<file path="config.mk">
export PLATFORM = sky130hd
export DESIGN_NAME = gpio_handshake_responder
export DESIGN_NICKNAME = d
export VERILOG_FILES = /design/src/rtl/gpio_link_pkg.sv /design/src/rtl/sync_ff.sv /design/src/rtl/gpio_handshake_responder.sv
export SDC_FILE = /design/constraint.sdc
export NUM_CORES = 1
export LEC_CHECK = 0
export ABC_AREA = 0
export CAP_MARGIN = 20
export CORE_MARGIN = 10
export CORE_UTILIZATION = 30
export DETAILED_ROUTE_END_ITERATION = 8
export PLACE_DENSITY = 0.54
export SLEW_MARGIN = 10
export SYNTH_ARGS = -nofsm -noshare
export SYNTH_HDL_FRONTEND = slang
export SYNTH_SLANG_ARGS = --single-unit
</file>
<file path="constraint.sdc">
create_clock -name CLOCK_50 -period 2.4 [get_ports CLOCK_50]
set_clock_uncertainty 0.2 [all_clocks]
set_input_delay 0.24 -clock CLOCK_50 [delete_from_list [all_inputs] [get_ports CLOCK_50]]
set_output_delay 0.24 -clock CLOCK_50 [all_outputs]
set_load 0.005 [all_outputs]
</file>
<file path="src/rtl/gpio_link_pkg.sv">
// rtl/gpio_link_pkg.sv - shared types and GPIO header bit map for the req/ack byte link
package gpio_link_pkg;

    typedef enum logic [1:0] {
        IDLE,
        CAPTURE,
        RD_SETUP,
        ACK_HOLD
    } link_state_t;

    localparam int DATA_LSB = 0;
    localparam int REQ_BIT  = 8;
    localparam int ACK_BIT  = 9;
    localparam int DIR_BIT  = 10;

endpackage

</file>
<file path="src/rtl/sync_ff.sv">
// rtl/sync_ff.sv - multi-stage flip-flop synchronizer for asynchronous single-bit inputs
module sync_ff #(
    parameter int STAGES = 2
) (
    input  logic clk,
    input  logic reset,
    input  logic d,
    output logic q
);

    logic [STAGES-1:0] chain;

    always_ff @(posedge clk) begin
        if (reset) begin
            chain <= '0;
        end else begin
            chain <= {chain[STAGES-2:0], d};
        end
    end

    assign q = chain[STAGES-1];

endmodule

</file>
<file path="src/rtl/gpio_handshake_responder.sv">
// rtl/gpio_handshake_responder.sv - responder side of the four-phase req/ack GPIO byte link
module gpio_handshake_responder
    import gpio_link_pkg::*;
#(
    parameter int DATA_W         = 8,
    parameter int SYNC_STAGES    = 2,
    parameter int SETUP_CYCLES   = 2,
    parameter int TIMEOUT_CYCLES = 1024
) (
    input  logic              CLOCK_50,
    input  logic              reset,
    input  logic              gpio_req,
    input  logic              gpio_dir,
    input  logic [DATA_W-1:0] gpio_data_in,
    output logic [DATA_W-1:0] gpio_data_out,
    output logic              gpio_data_oe,
    output logic              gpio_ack,
    input  logic [DATA_W-1:0] tx_data,
    input  logic              tx_load,
    output logic [DATA_W-1:0] rx_data,
    output logic              rx_valid,
    output logic              tx_taken,
    output logic              err_timeout,
    input  logic              err_clear,
    output logic              busy
);

    localparam int CNT_W = $clog2(TIMEOUT_CYCLES + 1);
    localparam int SET_W = $clog2(SETUP_CYCLES + 1);
    localparam logic [CNT_W-1:0] CNT_MAX  = CNT_W'(TIMEOUT_CYCLES);
    localparam logic [CNT_W-1:0] CNT_LAST = CNT_W'(TIMEOUT_CYCLES - 1);
    localparam logic [SET_W-1:0] SET_LAST = SET_W'(SETUP_CYCLES - 1);

    link_state_t       state;
    logic              req_s;
    logic              req_p;
    logic              dir_s;
    logic [DATA_W-1:0] tx_reg;
    logic [DATA_W-1:0] drive_reg;
    logic [CNT_W-1:0]  hold_cnt;
    logic [SET_W-1:0]  setup_cnt;

    sync_ff #(.STAGES(SYNC_STAGES)) u_sync_req (
        .clk   (CLOCK_50),
        .reset (reset),
        .d     (gpio_req),
        .q     (req_s)
    );

    sync_ff #(.STAGES(SYNC_STAGES)) u_sync_dir (
        .clk   (CLOCK_50),
        .reset (reset),
        .d     (gpio_dir),
        .q     (dir_s)
    );

    // drive_reg is frozen for the whole read, so a mid-read tx_load never reaches the pins
    assign gpio_data_out = drive_reg;

    always_ff @(posedge CLOCK_50) begin
        if (reset) begin
            state        <= IDLE;
            req_p        <= 1'b0;
            gpio_ack     <= 1'b0;
            gpio_data_oe <= 1'b0;
            rx_data      <= '0;
            rx_valid     <= 1'b0;
            tx_taken     <= 1'b0;
            err_timeout  <= 1'b0;
            busy         <= 1'b0;
            tx_reg       <= '0;
            drive_reg    <= '0;
            hold_cnt     <= '0;
            setup_cnt    <= '0;
        end else begin
            req_p    <= req_s;
            rx_valid <= 1'b0;
            tx_taken <= 1'b0;
            if (tx_load) begin
                tx_reg <= tx_data;
            end
            if (err_clear) begin
                err_timeout <= 1'b0;
            end

            case (state)
                IDLE: begin
                    if (req_s && !req_p) begin
                        busy <= 1'b1;
                        if (dir_s) begin
                            state <= CAPTURE;
                        end else begin
                            state        <= RD_SETUP;
                            drive_reg    <= tx_reg;
                            tx_taken     <= 1'b1;
                            gpio_data_oe <= 1'b1;
                            setup_cnt    <= '0;
                        end
                    end
                end

                CAPTURE: begin
                    rx_data  <= gpio_data_in;
                    rx_valid <= 1'b1;
                    gpio_ack <= 1'b1;
                    hold_cnt <= '0;
                    state    <= ACK_HOLD;
                end

                RD_SETUP: begin
                    if (setup_cnt == SET_LAST) begin
                        gpio_ack <= 1'b1;
                        hold_cnt <= '0;
                        state    <= ACK_HOLD;
                    end else begin
                        setup_cnt <= setup_cnt + 1'b1;
                    end
                end

                ACK_HOLD: begin
                    if (!req_s) begin
                        gpio_ack     <= 1'b0;
                        gpio_data_oe <= 1'b0;
                        busy         <= 1'b0;
                        state        <= IDLE;
                    end else if (hold_cnt == CNT_LAST) begin
                        // Abandon the transfer; a still-high req cannot retrigger without a fresh rise
                        gpio_ack     <= 1'b0;
                        gpio_data_oe <= 1'b0;
                        err_timeout  <= 1'b1;
                        busy         <= 1'b0;
                        state        <= IDLE;
                    end else if (hold_cnt != CNT_MAX) begin
                        hold_cnt <= hold_cnt + 1'b1;
                    end
                end

                default: begin
                    state <= IDLE;
                    busy  <= 1'b0;
                end
            endcase
        end
    end

endmodule

</file>
==> results of run 1 <==
kinds of logic after synthesis:
| family | synth area share [%] |
|---|---|
| compound gates | 17.3 |
| fa+ha+maj | 3.95 |
| buf+inv | 4.29 |
| flops | 45.1 |
| mux | 7.22 |
| simple gates | 22.1 |
stage by stage:
step	total power, mW	cell area (um^2)	setup slack [ns]	hold WS [ns]	std cells
floorplan	1.52	2220	0.214	0.168	250
global placement	1.81	2790	0.204	0.221	391
detailed placement	1.81	2790	0.166	0.226	391
CTS	2.42	2900	0.140	0.0530	399
global route	2.55	2910	0.000924	0.0768	399
finish	2.38	2910	0.151	0.0508	399
power breakdown:
part | internal, mW | leakage [nW] | total [mW] | switching (mW)
registers | 0.915 | 0.407 | 0.971 | 0.0557
logic | 0.383 | 0.605 | 0.810 | 0.427
clock network | 0.311 | 0.0514 | 0.599 | 0.287
total | 1.61 | 1.06 | 2.38 | 0.770
timing repair:
item | in CTS | in global routing
setup endpoints to repair | 0 | 1
gates resized for setup | 0 | 1
buffers inserted | 0 | 0
per-layer routing:
metal / track usage [%] / vias up / share of wire (%)
li1: - / 968 / -
met1: 11.7 / 879 / 43
met2: 15.0 / 48 / 45
met3: 5.62 / 5 / 11
met4: 2.03 / 0 / 0.78
met5: 0 / - / 0
critical path, stage by stage (launching register included):
cell	delay [ns]
dfxtp_1	0.39
inv_1	0.08
ha_1	0.26
nor2b_1	0.18
a211oi_4	0.24
nand2_2	0.12
or3_2	0.47
a221oi_2	0.23
area by class of cell:
type | instances | area (um^2)
fill | 792 | 4310
clock inverter | 2 | 37.5
tap | 99 | 124
multi-input combinational | 178 | 1130
timing repair buffer | 53 | 500
inverter | 11 | 41.3
sequential | 50 | 1000
clock buffer | 6 | 72.6
worst paths after layout:
kind / startpoint / endpoint / slack, ns / depth (start not counted)
min reg2reg: u_sync_dir.chain[0] / u_sync_dir.chain[1] / 0.24 / 1
max: state[0] / hold_cnt[6] / 0.15 / 7
min: reset / hold_cnt[6] / 0.05 / 2
max reg2reg: state[0] / hold_cnt[6] / 0.15 / 7
synth_stat cells (2+ instances only):
cell	number	area [um^2]
or4_1	2	15.0
nand2b_1	3	18.8
clkbuf_1	7	26.3
inv_1	11	41.3
a41oi_1	2	17.5
a21oi_1	17	85.1
mux2i_1	16	160
or3_1	3	18.8
nor2_1	29	109
and2_1	2	12.5
o21ai_0	13	65.1
buf_4	3	22.5
a21o_1	3	22.5
nor2b_1	7	43.8
dfxtp_1	50	1000
nand2_1	36	135
ha_1	7	87.6
a311oi_1	4	35.0
nand3_1	3	15.0
nor3_1	4	20.0
nand4_1	2	12.5
o21ai_2	2	17.5
==> metrics.txt, run 1 <==
H-tree depth 2; Max IR drop VDD between 0.0004 and 0.0005 V; TritonCTS clock tree done; most frequent cells in the layout 50 x dfxtp_1, 42 x clkdlybuf4s50_1, 36 x nand2_1; #FFs+latches synth 50; Worst EP required between 2 and 2.5 ns; GRT Resource Usage Total under 10%; CP startpoint kind register; outcome complete, no violations; number of flip-flops in the largest register 11; Die H between 100 and 150 um; Core ar. about 7000 um^2; FP Rows 31; Max clock buf depth 2; Setup crit end kind register; Main synth FF type dfxtp_1; CTS Sinks 50; initial antenna violation count 0; warning count from the yosys run 0; CTS Root Cell clkbuf_8; first-pass GRT wire length slightly above 9000 um; count of pins over their slew limit 0; setup TNS 0 ns; Net Count, Synth approximately 280; slew margin rel. around 65%; share of layout cells above drive strength 1 between 10 and 15%; Mapped Avg Cell Area just under 9 um^2; Final setup viols 0; routability cong. ~0.87; WL final between 5000 and 6000 um; DRT Pass-1 Iters 4; Die W roughly 110 um; synthesized cell area 2220 um^2; CP max FO 5; Initial Utilization 30.7%; Post-DP HPWL between 4000 and 5000 um; number of global-route vias before repair 1902; Antenna Nets Post-Route 0; Die Footprint 11200 um^2; fin crit share approximately 94%; vias post-DR between 1500 and 2000; most common cell after layout, fill and taps aside dfxtp_1; CTS Hold Buffers Added 0; maxcap violations 0; Critical Path AT between 2 and 2.5 ns; cell area power density 818 nW/um^2; total CTS buffers 5; clk_lat worst skew about 0.30 ns; Clock transition at path regs approximately 0.090 ns; vias per cell around 4.8; wire per inst about 14 um; drt drc 0; Biggest register hold_cnt; synth unique cells 46; Seq/Total Area, Yosys 45.1%; Setup Crit Path Kind register to register; RSZ-0062 raised after global routing no; Slew @ Worst Pin roughly 0.52 ns; initial drt markers 75; number of flops mapped to enable cells by yosys 0; Period minus WS final between 2 and 2.5 ns; boundary pin count 44; Area Growth Syn to Fin 31.2%; final hold vios 0; HP Class input pin to register; Final Net Count between 300 and 400; FMAX 445 MHz; Syn Inst Count 250; gr ovfl total 0; n_diodes 0; Port Buf Inserts 43; largest net degree at the start of global routing 37; Final Core Density between 40% and 50%; P_leak around 1.1 nW; ys async rst share 0%
Power figures use the tool's default switching activity.
==> inputs of run 2 (changes only) <==
CAP_MARGIN = 5   (was 20)
GPL_ROUTABILITY_DRIVEN = 0   (was not set)
==> results of run 2 <==
Final layout, timing and power as in run 1 (identical DEF).
==> inputs of run 3 (changes only) <==
CORE_UTILIZATION = 51   (was 30)
PLACE_DENSITY = 0.82   (was 0.54)
==> metrics.txt, run 3 (same netlist as run 1, synthesis figures left out) <==
Worst R2R Start hold_cnt[0]; final hold vios 0 (unchanged); Slew @ Worst Pin 0.493 ns (-0.0309 ns); grt met1 use 16.8% (+5.1 points); boundary pin count 44 (unchanged); Core ar. 4120 um^2 (-43%); GRT Resource Usage Total 14.2% (+4.4 points); Post-DP Area 2720 um^2 (-2.5%); Die W 85.9 um (-19%); Initial Utilization 53.9% (+23 points); drt drc 0 (unchanged); CTS Hold Buffers Added 0 (unchanged); vias per cell 5.67 (+19%); Period minus WS final 2.27 ns (+0.0172 ns); CP max-delay cell or4_4; r2r endpoint hold_cnt[3]; DRT Pass-1 Iters 4 (unchanged); met2 Usage GRT 22.8% (+7.8 points); Final Instance Count excl. Fillers 349 (-13%); P_leak 1.05 nW (-0.85%); Final setup viols 0 (unchanged); worst hold endpoint u_sync_req.chain[1]; TritonCTS clock tree done; most frequent cells in the layout 50 x dfxtp_1, 43 x clkdlybuf4s50_1, 36 x nand2_1; Crit path buffers/inverters 1 (unchanged); Max IR drop VDD 0.000474 V (+12%); clk_lat worst skew 0.31 ns (about the same); CP startpoint kind register; CP peak stage delay 0.59 ns (+0.12 ns); Finished Cell Area 2830 um^2 (-2.7%); fin crit share 94.4% (+0.72 points); first-pass GRT wire length 8650 um (-6.9%); Setup crit end kind register; slack of the critical path 0.134 ns (-0.0172 ns); CP cell instances ha_2, nand3_1, or4_4, buf_4, a41oi_1, o21ai_0, o21ai_0; gr busiest metal met2; Final Core Density 68.8% (+28 points); Biggest register hold_cnt; Port Buf Inserts 43 (unchanged); Die H 85.9 um (-19%); FMAX 441 MHz (-0.76%); vias post-DR 1978 (+4.1%); most common cell after layout, fill and taps aside dfxtp_1; outcome complete, no violations; H-tree depth 2 (unchanged); WL final 5180 um (-5.7%); Tot Pwr 2.31 mW (-2.9%); number of flip-flops in the largest register 11 (unchanged); wire per inst 14.8 um (+7.8%); total CTS buffers 5 (unchanged); HP Class register to register; Hold Path Stages 1 (-1); Clock transition at path regs 0.09 ns (about the same); RSZ-0062 raised after global routing no; Critical Path AT 2.30 ns (+0.03 ns); Antenna Nets Post-Route 0 (unchanged); CP max FO 7 (+2); share of layout cells above drive strength 1 10.7% (-0.30 points); cell area power density 817 nW/um^2 (-0.22%); Critical Path Most Common Cell o21ai_0; Worst EP required 2.44 ns (+0.02 ns); Worst path top cell family by delay simple AND/OR/NAND/NOR gates; slew margin rel. 67.0% (+2.0 points); Final Net Count 327 (-0.30%); hold path startpoint u_sync_req.chain[0]; count of pins over their slew limit 0 (unchanged); number of global-route vias before repair 1858 (-2.3%); R2R cell count 7 (unchanged); grt met3 use 4.35% (-1.3 points); initial drt markers 203 (+170%); n_diodes 0 (unchanged); area of the multi-input gates 1130 um^2 (-0.33%); Placed Cells 341 (-13%); dpl ws 0.0864 ns (-0.0795 ns); largest net degree at the start of global routing 26 (-30%); setup TNS 0 ns (unchanged); FP Rows 23 (-26%); Max clock buf depth 2 (unchanged); CTS Root Cell clkbuf_8; Fill cells 329 (-58%); CTS Sinks 50 (unchanged); Setup Crit Path Kind register to register; gr ovfl total 0 (unchanged); Area Growth Syn to Fin 27.7%; maxcap violations 0 (unchanged); initial antenna violation count 0 (unchanged); Worst R2R Setup Slack 0.13 ns (-0.02 ns); Die Footprint 7380 um^2 (-34%); Post-DP HPWL 3950 um (-3.8%); Hold WS 0.246 ns (+0.195 ns); Sequential cell area 1000 um^2 (unchanged)
run 3: layout make-up:
| type | instances | share of cell area (%) |
|---|---|---|
| well taps | 50 | 2.21 |
| flip-flops and latches | 50 | 35.4 |
| multi-input cells | 178 | 39.8 |
| inverters | 11 | 1.46 |
| repair buffers | 52 | 17.6 |
| clock inverters | 2 | 0.619 |
| clock buffers | 6 | 2.92 |
run 3: worst max-delay path by stage:
stage | startpoint | end | depth (start not counted)
finish | hold_cnt[0] | hold_cnt[3] | 7
global route | hold_cnt[0] | hold_cnt[3] | 7
CTS | hold_cnt[1] | hold_cnt[3] | 7
detailed placement | hold_cnt[1] | hold_cnt[0] | 6
global placement | hold_cnt[0] | hold_cnt[3] | 7
floorplan | state[0] | hold_cnt[9] | 7
run 3: what timing repair did:
action | 4_1_cts | 5_1_grt
endpoints found under the setup margin | 0 | 7
gates resized for setup | 0 | 2
setup buffers | 0 | 0
endpoints found under the hold margin | 0 | 0
run 3: report_power, final:
group | leakage (nW) | internal (mW) | switching [mW]
Clock | 0.0514 | 0.237 | 0.279
Sequential | 0.407 | 0.915 | 0.0532
Combinational | 0.596 | 0.384 | 0.443
Total | 1.05 | 1.54 | 0.775
run 3: layer usage:
layer | share of wire [%] | routed length [um]
met1 | 41 | 2120
met2 | 48 | 2500
met3 | 8.0 | 416
met4 | 2.8 | 143
met5 | 0 | 0
